### config.mk
export PLATFORM = sky130hd
export DESIGN_NAME = leap_cmd_seq
export DESIGN_NICKNAME = d
export VERILOG_FILES = /design/src/rtl/leap_pkg.sv /design/src/rtl/leap_cmd_fifo.sv /design/src/rtl/leap_cmd_seq.sv
export SDC_FILE = /design/constraint.sdc
export NUM_CORES = 1
export LEC_CHECK = 0
export ABC_AREA = 1
export CAP_MARGIN = 30
export CORE_ASPECT_RATIO = 0.7
export CORE_UTILIZATION = 40
export CTS_CLUSTER_SIZE = 8
export DETAILED_ROUTE_END_ITERATION = 12
export PLACE_DENSITY = 0.63
export SETUP_SLACK_MARGIN = 0.2
export SLEW_MARGIN = 0
export SYNTH_ARGS = -nofsm -noshare
export SYNTH_HDL_FRONTEND = slang
export SYNTH_SLANG_ARGS = --single-unit
### constraint.sdc
create_clock -name clk -period 2.6 [get_ports clk]
set_clock_uncertainty 0.15 [all_clocks]
set_input_delay 0.26 -clock clk [delete_from_list [all_inputs] [get_ports clk]]
set_output_delay 0.26 -clock clk [all_outputs]
set_load 0.005 [all_outputs]
### src/rtl/leap_pkg.sv
`default_nettype none
// ============================================================================
//  Module      : leap_pkg
//  Description : Shared definitions for the leap command sequencer and the
//                leap datapath: opcode encodings, FSM states, command record.
//  Revision    : 1.0 - initial release
// ============================================================================
package leap_pkg;

  // Opcodes consumed by the leap datapath stage
  localparam logic [1:0] OP_DBL  = 2'b00;  // double
  localparam logic [1:0] OP_HADD = 2'b01;  // add half
  localparam logic [1:0] OP_SUB3 = 2'b10;  // subtract 3
  localparam logic [1:0] OP_ADD3 = 2'b11;  // add 3

  // Default repeat-count width for the command record
  localparam int unsigned LEAP_CNT_W = 8;

  // Sequencer FSM states
  typedef enum logic [0:0] {
    IDLE  = 1'b0,
    ISSUE = 1'b1
  } leap_state_t;

  // Run-length command: opcode plus (repeat count - 1)
  typedef struct packed {
    logic [1:0]            op;
    logic [LEAP_CNT_W-1:0] cnt;
  } leap_cmd_t;

endpackage : leap_pkg
`default_nettype wire

### src/rtl/leap_cmd_fifo.sv
`default_nettype none
// ============================================================================
//  Module      : leap_cmd_fifo
//  Description : Parameterised synchronous FIFO with push/pop, full/empty and
//                occupancy count. Read data is the head entry, valid whenever
//                the FIFO is non-empty. DEPTH must be a power of two.
//  Revision    : 1.0 - initial release
// ============================================================================
module leap_cmd_fifo #(
  parameter int unsigned DEPTH = 4,
  parameter int unsigned WIDTH = 10
) (
  input  logic                     clk,
  input  logic                     rst,
  input  logic                     push_i,
  input  logic [WIDTH-1:0]         data_i,
  input  logic                     pop_i,
  output logic [WIDTH-1:0]         data_o,
  output logic                     full_o,
  output logic                     empty_o,
  output logic [$clog2(DEPTH):0]   count_o
);

  localparam int unsigned PTR_W = $clog2(DEPTH);
  localparam int unsigned CNT_W = PTR_W + 1;

  logic [WIDTH-1:0] mem_q [DEPTH];
  logic [PTR_W-1:0] wr_ptr_q, wr_ptr_d;
  logic [PTR_W-1:0] rd_ptr_q, rd_ptr_d;
  logic [CNT_W-1:0] count_q,  count_d;
  logic             push_ok;
  logic             pop_ok;

  // Guard the handshakes so an overflow/underflow can never corrupt state
  assign push_ok = push_i && !full_o;
  assign pop_ok  = pop_i  && !empty_o;

  assign full_o  = (count_q == CNT_W'(DEPTH));
  assign empty_o = (count_q == '0);
  assign count_o = count_q;
  assign data_o  = mem_q[rd_ptr_q];

  // Next-state for pointers and occupancy; pointers wrap naturally (power of two)
  always_comb begin
    wr_ptr_d = wr_ptr_q;
    rd_ptr_d = rd_ptr_q;
    count_d  = count_q;
    if (push_ok) wr_ptr_d = wr_ptr_q + PTR_W'(1);
    if (pop_ok)  rd_ptr_d = rd_ptr_q + PTR_W'(1);
    case ({push_ok, pop_ok})
      2'b10:   count_d = count_q + CNT_W'(1);
      2'b01:   count_d = count_q - CNT_W'(1);
      default: count_d = count_q;
    endcase
  end

  // Pointer and occupancy registers
  always_ff @(posedge clk) begin
    if (rst) begin
      wr_ptr_q <= '0;
      rd_ptr_q <= '0;
      count_q  <= '0;
    end else begin
      wr_ptr_q <= wr_ptr_d;
      rd_ptr_q <= rd_ptr_d;
      count_q  <= count_d;
    end
  end

  // Storage write; contents are don't-care while the slot is not occupied
  always_ff @(posedge clk) begin
    if (push_ok) mem_q[wr_ptr_q] <= data_i;
  end

endmodule : leap_cmd_fifo
`default_nettype wire

### src/rtl/leap_cmd_seq.sv
`default_nettype none
// ============================================================================
//  Module      : leap_cmd_seq
//  Description : Command sequencer ahead of the leap datapath. Buffers
//                run-length commands {op, cnt} and expands each into cnt+1
//                per-cycle opcode steps over a valid/ready handshake, with no
//                bubble between consecutive commands.
//  Revision    : 1.0 - initial release
// ============================================================================
module leap_cmd_seq
  import leap_pkg::*;
#(
  parameter int unsigned DEPTH = 4,
  parameter int unsigned CNT_W = 8
) (
  input  logic             clk,
  input  logic             rst,
  input  logic             cmd_valid_i,
  output logic             cmd_ready_o,
  input  logic [1:0]       cmd_op_i,
  input  logic [CNT_W-1:0] cmd_cnt_i,
  output logic             en_valid_o,
  input  logic             en_ready_i,
  output logic [1:0]       en_o,
  output logic             busy_o,
  output logic             done_o,
  output logic [15:0]      steps_o
);

  localparam int unsigned FIFO_W = 2 + CNT_W;
  localparam int unsigned OCC_W  = $clog2(DEPTH) + 1;

  leap_state_t      state_q, state_d;
  logic [1:0]       op_q,    op_d;
  logic [CNT_W-1:0] rem_q,   rem_d;
  logic             done_q,  done_d;
  logic [15:0]      steps_q, steps_d;

  logic              fifo_push;
  logic              fifo_pop;
  logic [FIFO_W-1:0] fifo_wdata;
  logic [FIFO_W-1:0] fifo_rdata;
  logic              fifo_full;
  logic              fifo_empty;
  logic [OCC_W-1:0]  fifo_count;
  logic [1:0]        head_op;
  logic [CNT_W-1:0]  head_cnt;
  logic              step_hs;

  // No pass-through when full: readiness comes only from registered occupancy
  assign cmd_ready_o = !fifo_full;
  assign fifo_push   = cmd_valid_i && cmd_ready_o;
  assign fifo_wdata  = {cmd_op_i, cmd_cnt_i};
  assign head_op     = fifo_rdata[CNT_W +: 2];
  assign head_cnt    = fifo_rdata[CNT_W-1:0];

  assign en_valid_o  = (state_q == ISSUE);
  assign en_o        = op_q;
  assign step_hs     = en_valid_o && en_ready_i;
  assign busy_o      = (fifo_count != '0) || (state_q == ISSUE);
  assign done_o      = done_q;
  assign steps_o     = steps_q;

  leap_cmd_fifo #(
    .DEPTH (DEPTH),
    .WIDTH (FIFO_W)
  ) u_fifo (
    .clk     (clk),
    .rst     (rst),
    .push_i  (fifo_push),
    .data_i  (fifo_wdata),
    .pop_i   (fifo_pop),
    .data_o  (fifo_rdata),
    .full_o  (fifo_full),
    .empty_o (fifo_empty),
    .count_o (fifo_count)
  );

  // Sequencer next-state: load, count down, chain the next command or retire
  always_comb begin
    state_d  = state_q;
    op_d     = op_q;
    rem_d    = rem_q;
    done_d   = 1'b0;
    fifo_pop = 1'b0;
    case (state_q)
      IDLE: begin
        if (!fifo_empty) begin
          fifo_pop = 1'b1;
          op_d     = head_op;
          rem_d    = head_cnt;
          state_d  = ISSUE;
        end
      end
      ISSUE: begin
        // Stalled steps leave op and rem untouched
        if (step_hs) begin
          if (rem_q != '0) begin
            rem_d = rem_q - CNT_W'(1);
          end else if (!fifo_empty) begin
            // Chain straight into the next command on the same edge
            fifo_pop = 1'b1;
            op_d     = head_op;
            rem_d    = head_cnt;
          end else begin
            state_d = IDLE;
            done_d  = 1'b1;
          end
        end
      end
      default: state_d = IDLE;
    endcase
  end

  // Saturating count of accepted steps
  always_comb begin
    steps_d = steps_q;
    if (step_hs && (steps_q != 16'hFFFF)) steps_d = steps_q + 16'd1;
  end

  // Sequencer, done-pulse and step-counter registers
  always_ff @(posedge clk) begin
    if (rst) begin
      state_q <= IDLE;
      op_q    <= OP_DBL;
      rem_q   <= '0;
      done_q  <= 1'b0;
      steps_q <= '0;
    end else begin
      state_q <= state_d;
      op_q    <= op_d;
      rem_q   <= rem_d;
      done_q  <= done_d;
      steps_q <= steps_d;
    end
  end

endmodule : leap_cmd_seq
`default_nettype wire

==> results_dict.tcl <==
set metrics [dict create \
    min_path_cells 1 \
    die_w_um 117.6 \
    final_common_cell "nand2_1" \
    rsz0062_at_grt "false" \
    syn-cell-area_um2 3742 \
    synth_fp_nets 474 \
    fin_ws_ps 329.2 \
    syn_avg_cell_area_um2 8.298 \
    wl_per_cell_um 13.44 \
    start_util 0.4126 \
    pre_cts_slack_ps 174.7 \
    ant_nets 0 \
    vias 3087 \
    worst-endpoint-required_ps 2670 \
    r2r_start "rem_q[2]" \
    cts_tree "built" \
    htreeDepth 3 \
    cpMaxStageDelayCell "dfxtp_1" \
    reg2reg_to "u_fifo.count_o[2]" \
    yosysWarningCount 0 \
    worstPathMaxFanout 5 \
    seq_area_frac_synth 0.5189 \
    row_count 29 \
    setup_tns_ps 0 \
    hp-class "flip-flop to flip-flop" \
    layout_min_cycle_time_ps 2271 \
    synth_seq_cells 77 \
    cts_root_buffer "clkbuf_16" \
    dieArea_um2 9753 \
    end_kind "flip-flop" \
    critPathKind "flip-flop to flip-flop" \
    fin_crit_sh 0.8734 \
    synthTopCellsByArea "edfxtp_1 (32%), dfxtp_1 (20%), nand2_1 (13%)" \
    grt_pass1_wl_um 13770 \
    pwr-share-clk 0.293 \
    place_inst 608 \
    fillers 880 \
    routed_wl_um 8397 \
    vias_per_cell 4.939 \
    switchingPower_mw 1.697 \
    clk_path_buf_depth 2 \
    post_synth_num_cell_types 32 \
    dr.pass1.iters 5 \
    fmaxAchievable_mhz 440.4 \
    grt.total_usage 0.1786 \
    p_leak_nw 1.762 \
    ff2ff_setup_slack_ps 330 \
    grt_max_degree 22 \
    core_region_area_um2 9071 \
    path_common_cell "o21ai_2" \
    io_buffers 35 \
    antenna_cells 0 \
    worstRegToRegCells 12 \
    setup_violations 0 \
    drtIter0Drc 235 \
    tightest_slew_ps 676.9 \
    synthCells 451 \
    path_cells "nor2_4, nand2_2, o21ai_2, nand3_2, inv_2, ha_1, inv_2, fa_2, a21oi_2, o21ai_2, o21ai_2, a21oi_1" \
    fp.dieH_um 82.93 \
    io_pins 36 \
    clk_pin_slew_ps 60 \
    outcome "finished clean" \
    slew_violations 0 \
    synthToLayoutAreaGrowth_pct 24.11 \
    hold_path.startpoint "u_fifo.count_o[0]" \
    cp-start-kind "flip-flop" \
    max-cap-violations 0 \
    drc 0 \
    power_frac_seq 0.346 \
    hold_ws_ps 328.3 \
    crit_arrival_ps 2340 \
    antenna_found_initial 0 \
    slowest_delay_ps 380 \
    hold_end "u_fifo.count_o[0]" \
    hold_viol_final 0 \
    hpwl_um 5773 \
    overflow 0 \
    swShare 0.3612 \
    yosysTopAreaCell "edfxtp_1" \
    grt_pass1_vias 2737 \
    final-instance-count-excl-fill 625 \
    cts_inserted_buffers 9 \
    clock_latency_ps 330 \
    clkSinkCount 77 \
    nNetsFinal 519 \
    final_cell_mix "nand2_1 (127), nor2_1 (46), edfxtp_1 (40)" \
    powerDensity_nw_per_um2 1012 \
    comb_power_share 0.361 \
    slew_headroom 0.5482 \
    place_congestion 0.8441 \
    synth_top_area_frac 0.3210 \
    vdd_drop_max_uv 379.5 \
    drive_gt1_frac 0.1337 \
    p_int_mw 3.001 \
]
==> sequential cells by signal (all words and copies together) (netlist names), named ones only <==
register	cells
en_o	2
rem_q	8
u_fifo.mem_q	40
done_o	1
u_fifo.wr_ptr_q	2
u_fifo.count_o	3
en_valid_o	1
steps_o	16
u_fifo.rd_ptr_q	2
==> per-layer routing <==
layer,vias up,track usage,share of wire
li1,1561,-,-
met1,1437,0.2642,0.50
met2,80,0.2599,0.44
met3,9,0.04396,0.057
met4,0,0.04312,0.0095
met5,-,0,0
==> area by class of cell <==
type	count	area [um^2]	share of cell area
Tap cell	124	155.1	0.03341
Timing Repair Buffer	48	447.9	0.09644
Clock inverter	6	93.84	0.02020
Sequential cell	77	1946	0.4189
Multi-Input combinational cell	313	1587	0.3416
Clock buffer	10	239.0	0.05145
Inverter	47	176.4	0.03798
==> critical path: cells and delay by family, from the launching register on <==
family                   cells  cell delay, ps
AND/OR/NAND/NOR              3             410
flip-flops                   1             380
AO/OA/AOI/OAI                5             590
adder cells (fa/ha/maj)      2             530
buffers and inverters        2             120
==> synthesized netlist by cell type <==
library cell  number
o21ai_1            2
nand2_1          128
xnor2_1            5
fa_1               1
nor2_4             2
clkinv_1           2
xor2_1             3
inv_2              2
buf_6              1
o21ai_2            1
o22ai_1            2
nor2_1            47
a21oi_1           18
clkbuf_1           8
o211ai_2           1
nand2_2            4
nor3_1             1
nand3_2            2
nor2_2             4
o21ai_0           28
nand3_1           38
buf_2              4
edfxtp_1          40
a21oi_2            9
nand3b_1           1
nand4_1            6
ha_1               8
o21ai_4            1
buf_4              1
a31oi_1            1
inv_1             43
dfxtp_1           37
==> through the flow <==
stage,instance area (um^2),power (mW),util
4_1_cts,4602,4.654,0.5073
2_1_floorplan,3742,2.754,-
3_5_place_dp,4269,3.271,0.4706
6_report,4644,4.698,0.5120
5_1_grt,4644,5.036,0.5120
3_3_place_gp,4269,3.225,0.4706
==> power groups by stage <==
| stage | Sequential, mW | Combinational [mW] | Clock [mW] |
|---|---|---|---|
| floorplan | 1.62 | 1.14 | 0 |
| global placement | 1.63 | 1.60 | 0 |
| detailed placement | 1.64 | 1.63 | 0 |
| CTS | 1.62 | 1.64 | 1.40 |
| global route | 1.65 | 1.93 | 1.45 |
| finish | 1.63 | 1.70 | 1.38 |
==> worst max path at each step <==
stage | end | slack (ps) | start | depth (start not counted)
final | u_fifo.count_o[2] | 330 | rem_q[2] | 12
after global routing | u_fifo.count_o[2] | 180 | rem_q[4] | 12
after CTS | u_fifo.count_o[2] | 220 | rem_q[0] | 13
after detailed placement | u_fifo.count_o[2] | 170 | rem_q[0] | 13
after global placement | u_fifo.count_o[2] | 250 | en_ready_i | 12
after floorplan | u_fifo.count_o[2] | 330 | rem_q[0] | 13
==> cells by family (layout without fill, tap and decap cells) <==
family,count (synthesis),in the layout,synth area share
adders and majority gates,9,9,0.03210
DFF,77,77,0.5189
AOI/OAI and AO/OA,63,63,0.1003
and+or+nand+nor,233,233,0.2645
xor gates and xnor gates,8,8,0.01872
buffers and inverters,61,111,0.06553
==> what timing repair did <==
item,4_1_cts,5_1_grt
buffers inserted,0,1
hold buffers,0,0
gates resized for setup,1,15
pin swaps,1,5
setup endpoints to repair,1,1
Power figures use the tool's default switching activity.
